===== config.mk =====
export PLATFORM = sky130hd
export DESIGN_NAME = sme_share_seq
export DESIGN_NICKNAME = d
export VERILOG_FILES = /design/src/rtl/sme_pkg.sv /design/src/rtl/sme_share_seq.sv
export SDC_FILE = /design/constraint.sdc
export NUM_CORES = 1
export LEC_CHECK = 0
export ABC_AREA = 1
export BUFFER_PORTS_ARGS = -buffer_cell sky130_fd_sc_hd__buf_2
export CAP_MARGIN = 20
export CELL_PAD_IN_SITES_DETAIL_PLACEMENT = 1
export CELL_PAD_IN_SITES_GLOBAL_PLACEMENT = 1
export CORE_MARGIN = 5
export CORE_UTILIZATION = 36
export DETAILED_ROUTE_END_ITERATION = 8
export PLACE_DENSITY_LB_ADDON = 0.1
export SLEW_MARGIN = 30
export SYNTH_ARGS = -nofsm -noshare
export SYNTH_HDL_FRONTEND = slang
export SYNTH_SLANG_ARGS = --single-unit

===== constraint.sdc =====
create_clock -name g_clk -period 2.4 [get_ports g_clk]
set_clock_uncertainty 0.15 [all_clocks]
set_input_delay 0.48 -clock g_clk [delete_from_list [all_inputs] [get_ports g_clk]]
set_output_delay 0.48 -clock g_clk [all_outputs]
set_load 0.03 [all_outputs]

===== src/rtl/sme_pkg.sv =====
// rtl/sme_pkg.sv - shared types, opcodes and share-address packing for the SME share sequencer
package sme_pkg;

    typedef enum logic [1:0] {
        IDLE   = 2'd0,
        MASK   = 2'd1,
        UNMASK = 2'd2,
        RSP    = 2'd3
    } sme_state_t;

    localparam logic SME_OP_MASK   = 1'b0;
    localparam logic SME_OP_UNMASK = 1'b1;

    // Share s of logical register r sits at {s, r} in the share regfile.
    function automatic logic [3:0] share_addr(input logic [1:0] share, input logic [1:0] lreg);
        return {share, lreg};
    endfunction

endpackage


===== src/rtl/sme_share_seq.sv =====
// rtl/sme_share_seq.sv - MASK/UNMASK sequencer for the SME share regfile (option: SME_SHARE_SEQ_ZEROISE_EN)
module sme_share_seq
    import sme_pkg::*;
#(
    parameter int XLEN = 32,
    parameter int SMAX = 3
) (
    input  logic            g_clk,
    input  logic            g_reset,
    output logic            g_clk_req,
    input  logic            req_valid,
    output logic            req_ready,
    input  logic            req_op,
    input  logic [1:0]      req_reg,
    input  logic [XLEN-1:0] req_wdata,
    input  logic            rng_valid,
    output logic            rng_ready,
    input  logic [XLEN-1:0] rng_data,
    output logic            rsp_valid,
    input  logic            rsp_ready,
    output logic [XLEN-1:0] rsp_rdata,
    output logic [3:0]      rf_rs1_addr,
    input  logic [XLEN-1:0] rf_rs1_rdata,
    output logic [3:0]      rf_rs2_addr,
    input  logic [XLEN-1:0] rf_rs2_rdata,
    output logic            rf_rd_wen,
    output logic [3:0]      rf_rd_addr,
    output logic [XLEN-1:0] rf_rd_wdata
);

    sme_state_t      state;
    logic [2:0]      cnt;
    logic [XLEN-1:0] acc;
    logic            op_q;
    logic [1:0]      reg_q;

    // Last values driven onto the regfile and response buses, held while idle.
    logic [XLEN-1:0] last_wdata;
    logic [3:0]      last_rd_addr;
    logic [3:0]      last_rs1;
    logic [3:0]      last_rs2;
    logic [XLEN-1:0] last_rsp;

    logic            mask_last;
    logic            write_now;
    logic [XLEN-1:0] wr_data;
    logic [3:0]      wr_addr;
    logic [1:0]      cnt_p1;
    logic [3:0]      rs1_live;
    logic [3:0]      rs2_live;
    logic            has_rs2;
    logic [XLEN-1:0] rd_xor;
    logic            unmask_done;
    logic [XLEN-1:0] rsp_live;

    // The final share is the accumulated plain^random residue and needs no RNG word.
    assign mask_last   = (cnt == 3'(SMAX - 1));
    assign write_now   = (state == MASK) && (mask_last || rng_valid);
    assign wr_data     = mask_last ? acc : rng_data;
    assign wr_addr     = share_addr(cnt[1:0], reg_q);
    assign cnt_p1      = cnt[1:0] + 2'd1;
    assign rs1_live    = share_addr(cnt[1:0], reg_q);
    assign rs2_live    = share_addr(cnt_p1, reg_q);
    assign has_rs2     = ((cnt + 3'd1) < 3'(SMAX));
    assign rd_xor      = rf_rs1_rdata ^ (has_rs2 ? rf_rs2_rdata : '0);
    assign unmask_done = ((cnt + 3'd2) >= 3'(SMAX));
    assign rsp_live    = (op_q == SME_OP_UNMASK) ? acc : '0;

    assign req_ready  = (state == IDLE);
    assign g_clk_req  = (state != IDLE) || req_valid;
    assign rng_ready  = (state == MASK) && !mask_last;
    assign rsp_valid  = (state == RSP);
    assign rf_rd_wen  = write_now;
    assign rf_rd_addr = write_now ? wr_addr : last_rd_addr;

`ifdef SME_SHARE_SEQ_ZEROISE_EN
    assign rf_rd_wdata = write_now ? wr_data : '0;
    assign rf_rs1_addr = (state == UNMASK) ? rs1_live : 4'd0;
    assign rf_rs2_addr = (state == UNMASK) ? rs2_live : 4'd0;
    assign rsp_rdata   = (state == RSP) ? rsp_live : '0;
`else
    assign rf_rd_wdata = write_now ? wr_data : last_wdata;
    assign rf_rs1_addr = (state == UNMASK) ? rs1_live : last_rs1;
    assign rf_rs2_addr = (state == UNMASK) ? rs2_live : last_rs2;
    assign rsp_rdata   = (state == RSP) ? rsp_live : last_rsp;
`endif

    // Sequencer FSM with share counter, XOR accumulator and held bus values.
    always_ff @(posedge g_clk) begin
        if (g_reset) begin
            state        <= IDLE;
            cnt          <= '0;
            acc          <= '0;
            op_q         <= 1'b0;
            reg_q        <= '0;
            last_wdata   <= '0;
            last_rd_addr <= '0;
            last_rs1     <= '0;
            last_rs2     <= '0;
            last_rsp     <= '0;
        end else begin
            case (state)
                IDLE: begin
                    if (req_valid) begin
                        op_q  <= req_op;
                        reg_q <= req_reg;
                        cnt   <= '0;
                        acc   <= (req_op == SME_OP_UNMASK) ? '0 : req_wdata;
                        state <= (req_op == SME_OP_UNMASK) ? UNMASK : MASK;
                    end
                end
                MASK: begin
                    if (write_now) begin
                        last_wdata   <= wr_data;
                        last_rd_addr <= wr_addr;
                        if (mask_last) begin
                            state <= RSP;
                        end else begin
                            acc <= acc ^ rng_data;
                            cnt <= cnt + 3'd1;
                        end
                    end
                end
                UNMASK: begin
                    last_rs1 <= rs1_live;
                    last_rs2 <= rs2_live;
                    acc      <= acc ^ rd_xor;
                    cnt      <= cnt + 3'd2;
                    if (unmask_done) begin
                        state <= RSP;
                    end
                end
                RSP: begin
                    last_rsp <= rsp_live;
                    if (rsp_ready) begin
                        state <= IDLE;
`ifdef SME_SHARE_SEQ_ZEROISE_EN
                        acc   <= '0;
`endif
                    end
                end
                default: state <= IDLE;
            endcase
        end
    end

endmodule


## Yosys cells after proc, flatten, opt, wreduce, memory -nomap -nowiden

Cells that the tools add are included.

| operators by class | value |
|---|---|
| $add $sub $neg | 3 |
| $lt $le $gt $ge | 2 |
| equal/unequal tests | 10 |
| mux-type cells | 24 |
| bitwise operators | 3 |
| reduce and logical (&&, ||, !) cells | 11 |

Operator list:

| kind | count |
|---|---|
| $mux W32 | 9 |
| $pmux W32 S3 | 1 |
| $xor A32 B32 Y32 | 3 |
| $mux W2 | 6 |
| $mux W4 | 3 |
| $ne A2 B2 Y1 const B | 5 |
| $mux W3 | 3 |
| $pmux W3 S3 | 1 |
| $pmux W2 S4 | 1 |
| $reduce_and A5 Y1 | 1 |
| $eq A2 B2 Y1 const B | 2 |
| $reduce_and A4 Y1 | 1 |
| $add A3 B1 Y3 const B | 1 |
| $add A3 B2 Y3 const B | 1 |
| $eq A3 B2 Y1 const B | 1 |
| $ge A3 B2 Y1 const B | 1 |
| $lt A3 B2 Y1 const B | 1 |
| $reduce_bool A3 Y1 | 1 |
| $add A2 B1 Y2 const B | 1 |
| $eq A2 B1 Y1 const B | 1 |
| $logic_and A1 B1 Y1 | 2 |
| $logic_not A2 Y1 | 1 |
| $logic_or A1 B1 Y1 | 2 |
| $ne A2 B1 Y1 const B | 1 |
| other kinds (3) | 3 |

| word-level totals | value |
|---|---|
| register bits | 116 |
| output and inout bits | 81 |

## Longest topological paths before layout

| depth | value |
|---|---|
| depth in word-level cells | 6 |
| mapped depth | 11 |
| depth with buffers taken out | 10 |

## Worst setup path after synthesis

No wires, ideal clock.

| timing path | value |
|---|---|
| path kind | register -> output |
| from | register state[0] |
| to | output port rsp_rdata[10] |
| arrival | 1.780 ns |
| setup slack | -0.010 ns |
| stages on the path, launching flop included | 6 |
| buffers on the path | 2 |
| path through | dfxtp_1 > ha_1 > buf_2 > nand2_1 > buf_1 > o22ai_1 |

| between the ends | value |
|---|---|
| word-level cells in the longest chain between the ends | 2 |

Ends and longest elaborated chain:

| what | line | RTL |
|---|---|---|
| from (decl) | sme_share_seq.sv:31 | `sme_state_t state;` |
| from (signal assigned) | sme_share_seq.sv:109 | `state <= (req_op == SME_OP_UNMASK) ? UNMASK : MASK;` |
| $eq A2 B2 Y1 | -- |  |
| net rsp_valid | sme_share_seq.sv:19 | `output logic rsp_valid,` |
| $mux W32 | sme_share_seq.sv:85 | `assign rsp_rdata = (state == RSP) ? rsp_live : last_rsp;` |
| to (decl) | sme_share_seq.sv:21 | `output logic [XLEN-1:0] rsp_rdata,` |

The timed path passes the listed nets, and every way through them passes these cells.

## Worst setup path after layout

| timing path | value |
|---|---|
| from | register cnt[0] |
| to | output port rf_rd_wdata[30] |

| between the ends | value |
|---|---|
| word-level cells in the longest chain between the ends | 4 |
| elaborated cells between the ends (all ways) | 5 |
| classes of those cells | eq/ne: 1; mux: 2; reduce/logical: 2 |

Ends and longest elaborated chain:

| what | line | RTL |
|---|---|---|
| from (decl) | sme_share_seq.sv:32 | `logic [2:0] cnt;` |
| from (signal assigned) | sme_share_seq.sv:120 | `cnt <= cnt + 3'd1;` |
| from (signal assigned) | sme_share_seq.sv:128 | `cnt <= cnt + 3'd2;` |
| $eq A3 B2 Y1 * | sme_share_seq.sv:57 | `assign mask_last = (cnt == 3'(SMAX - 1));` |
| $logic_or A1 B1 Y1 | sme_share_seq.sv:58 | `assign write_now = (state == MASK) && (mask_last \|\| rng_valid);` |
| $logic_and A1 B1 Y1 | sme_share_seq.sv:58 |  |
| $mux W32 * | sme_share_seq.sv:82 | `assign rf_rd_wdata = write_now ? wr_data : last_wdata;` |
| to (decl) | sme_share_seq.sv:28 | `output logic [XLEN-1:0] rf_rd_wdata` |

Mark *: on every way between the ends. The rest lies on a longest branch, timed or not.

==> metrics <==
leakage power 5.324 nW; power density of the placed cells 1181 nW/um^2; slowest cell on the critical path dfxtp_2; die width 153.7 microns; storage element area 2326 sq um; final setup violation count 40; boundary pin count 217; share of the synthesized area in the top cell type 0.3126; Final Core Density 0.5554; final routed wirelength across all metal layers 34.84 mm; pin slew with the least headroom to its limit 0.5406 ns; global-route wire length before repair 52.03 mm; Max VDD drop 0.7922 mV; number of port buffers 216; clock latency reported for the late side of the worst-skew pair 0.42 ns; status complete, but fails checks; setup repair after global routing missed its margin yes; critical path data arrival time 2.02 ns; setup TNS after final layout -6.777 ns; site row count 52; dominant cell type by area after synthesis dfxtp_1; most frequent cell on the critical path nand2_8; ratio of final minimum period to clock period 1.103; clock-pin slew of the registers on the worst-case setup and hold paths 0.06 ns; number of distinct library cell variants in the gate-level netlist after synthesis 30; TritonCTS clock tree yes; Cells on Worst Hold Path 3; router iterations before antenna repair 5; CTS max path bufs 2; via-per-instance ratio 5.486; CTS H-Tree Depth 4; number of cells produced by synthesis 1,179; synthesized area divided by synthesized cell count 6.302 sq um; cell area after technology mapping 7430 sq um; worst hold path type in2reg; endpoint required time on the critical path 1.77 ns; number of buffers created by CTS 17; number of max-slew violations in the final report 0; ranking of synthesized cells by area dfxtp_1 (31%), nand3_1 (13%), nand2_1 (9.5%); Clock Tree Root clkbuf_16; share of cells above drive strength 1 0.3485; final-layout fill cell count 2,628; count of inserted antenna diode cells 0; half-perimeter wire length after placement 21.12 mm; part of the Yosys area used for sequential elements 0.3126; area growth from synthesis to layout 51.75%; area used by multi-input combinational logic 4712 sq um; CTS sink cnt 116; pin count of the biggest net entering global routing 57; number of failing hold endpoints at the final stage 0; crit path capture type output port; failing checks negative setup slack; slew margin rel. 0.6396; DRC errors left 0; vias post-DR 9,430; wire per inst 20.27 microns; chain of cells forming the critical path inv_2 > ha_4 > nand2_8 > nand2_8 > nand2_8 > buf_4 > buf_16 > o21ai_2 > inv_1 > buf_6; initial core utilization 0.3660; slowest stage delay, CP 0.33 ns; Max FO, Critical Path 9; number of warnings issued by yosys 0; Starting DRT DRC Count 539; maximum clock frequency 377.9 MHz; placer congestion estimate 0.8445; commonest non-fill, non-tap cells in the layout nand3_1 (193), nand2_1 (166), inv_1 (162); Net Count, Synth 1,323; Total GRT Usage 0.2757; residual antenna-violating net count after detailed routing 0; area of the die 23,610 sq um; post-layout minimum cycle time 2.646 ns; Post-CTS Hold Fix Bufs 0; most common library cell in the layout ignoring fill and taps nand3_1; # nets final 1,581; DIE HEIGHT 153.7 microns; final total power 13.32 mW; vias in the first global route 9,620; worst path setup slack after routing -0.2461 ns; maxcap violations 0; total of flip-flops plus latches after synthesis 116; floorplan core area 20,300 sq um; Crit Path Class reg2out; number of cells traversed by the worst register-to-register path 17; Critical Path Start Type flop; aggregate global routing overflow 0; antenna violations before repair 1
## sequential cells by signal (all words and copies together), names as in the netlist
name	flops
acc	32
last_rsp	32
last_wdata	32
last_rd_addr	4
last_rs1	4
last_rs2	4
cnt	3
reg_q	2
state	2
op_q	1
## path summary, 6_finish.rpt
path | start | to | slack, ns
max | cnt[0] | rf_rd_wdata[30] | -0.25
min | req_reg[0] | reg_q[0] | 0.16
max reg2reg | cnt[0] | last_wdata[30] | -0.18
min reg2reg | last_rs2[1] | last_rs2[1] | 0.32
## repair_timing
action                     4_1_cts  5_1_grt
gates resized for setup        220      105
buffers inserted                40       18
gates cloned                     9        2
pin swaps                        6       16
setup endpoints to repair       73       82
## area by class of cell
class	count	share of cell area
inverter	173	0.05937
clock buffer	21	0.04084
sequential	116	0.2063
tap	270	0.02996
clock inverter	10	0.01376
timing repair buffer	315	0.2265
timing repair inverter	5	0.005327
multi-input combinational	809	0.4179
## synthesized netlist by cell type
| master | instances |
|---|---|
| nand2_2 | 4 |
| or2_1 | 15 |
| o21ai_4 | 1 |
| buf_2 | 25 |
| nor3_4 | 1 |
| clkbuf_1 | 30 |
| dfxtp_1 | 116 |
| nand2_4 | 1 |
| nand2_1 | 189 |
| buf_1 | 10 |
| inv_4 | 1 |
| o21a_1 | 1 |
| nand4_1 | 65 |
| o22ai_1 | 33 |
| or2_0 | 1 |
| a21oi_1 | 84 |
| buf_6 | 9 |
| a22oi_1 | 1 |
| inv_1 | 167 |
| o2111ai_1 | 1 |
| buf_4 | 7 |
| ha_1 | 8 |
| nand3_1 | 193 |
| or2_2 | 39 |
| nor2_1 | 72 |
| and2_1 | 2 |
| inv_2 | 5 |
| a211oi_1 | 3 |
| o21ai_1 | 45 |
| o21ai_0 | 50 |
## critical path, delay by kind of cell, from the launching register on
kind / cells / cell delay (ns)
buffers and inverters: 5 / 0.65
DFF: 1 / 0.33
and+or+nand+nor: 3 / 0.27
AOI/OAI and AO/OA: 1 / 0.19
adders and majority gates: 1 / 0.16
## cell families after synthesis
| kind of cell | count (synthesis) | synth area share |
|---|---|---|
| buf+inv | 254 | 0.1455 |
| flops | 116 | 0.3126 |
| simple gates | 582 | 0.3717 |
| compound gates | 219 | 0.1568 |
| fa+ha+maj | 8 | 0.01347 |
## metrics by stage
step,std cells,cell area (sq um),hold WS (ns),worst slack [ns]
2_1_floorplan,1179,7430,0.2940,-0.01033
3_3_place_gp,1624,8860,0.3069,0.05323
3_5_place_dp,1624,8860,0.3155,-0.0009753
4_1_cts,1703,10750,0.1535,-0.2448
5_1_grt,1719,11270,0.1798,-0.3019
6_report,1719,11270,0.1563,-0.2461
## per-layer routing
layer | global-route usage | routed length [microns]
met2 | 0.4759 | 17080
met3 | 0.05565 | 1995
met4 | 0.08831 | 982
met5 | 0 | 20
met1 | 0.3454 | 14760
## power breakdown
part           switching [mW]  internal [mW]  total [mW]
Sequential              0.275           2.35        2.62
Combinational            4.87           3.10        7.97
Clock                   0.953           1.78        2.73
No activity file was read; power rests on OpenSTA's default activity.
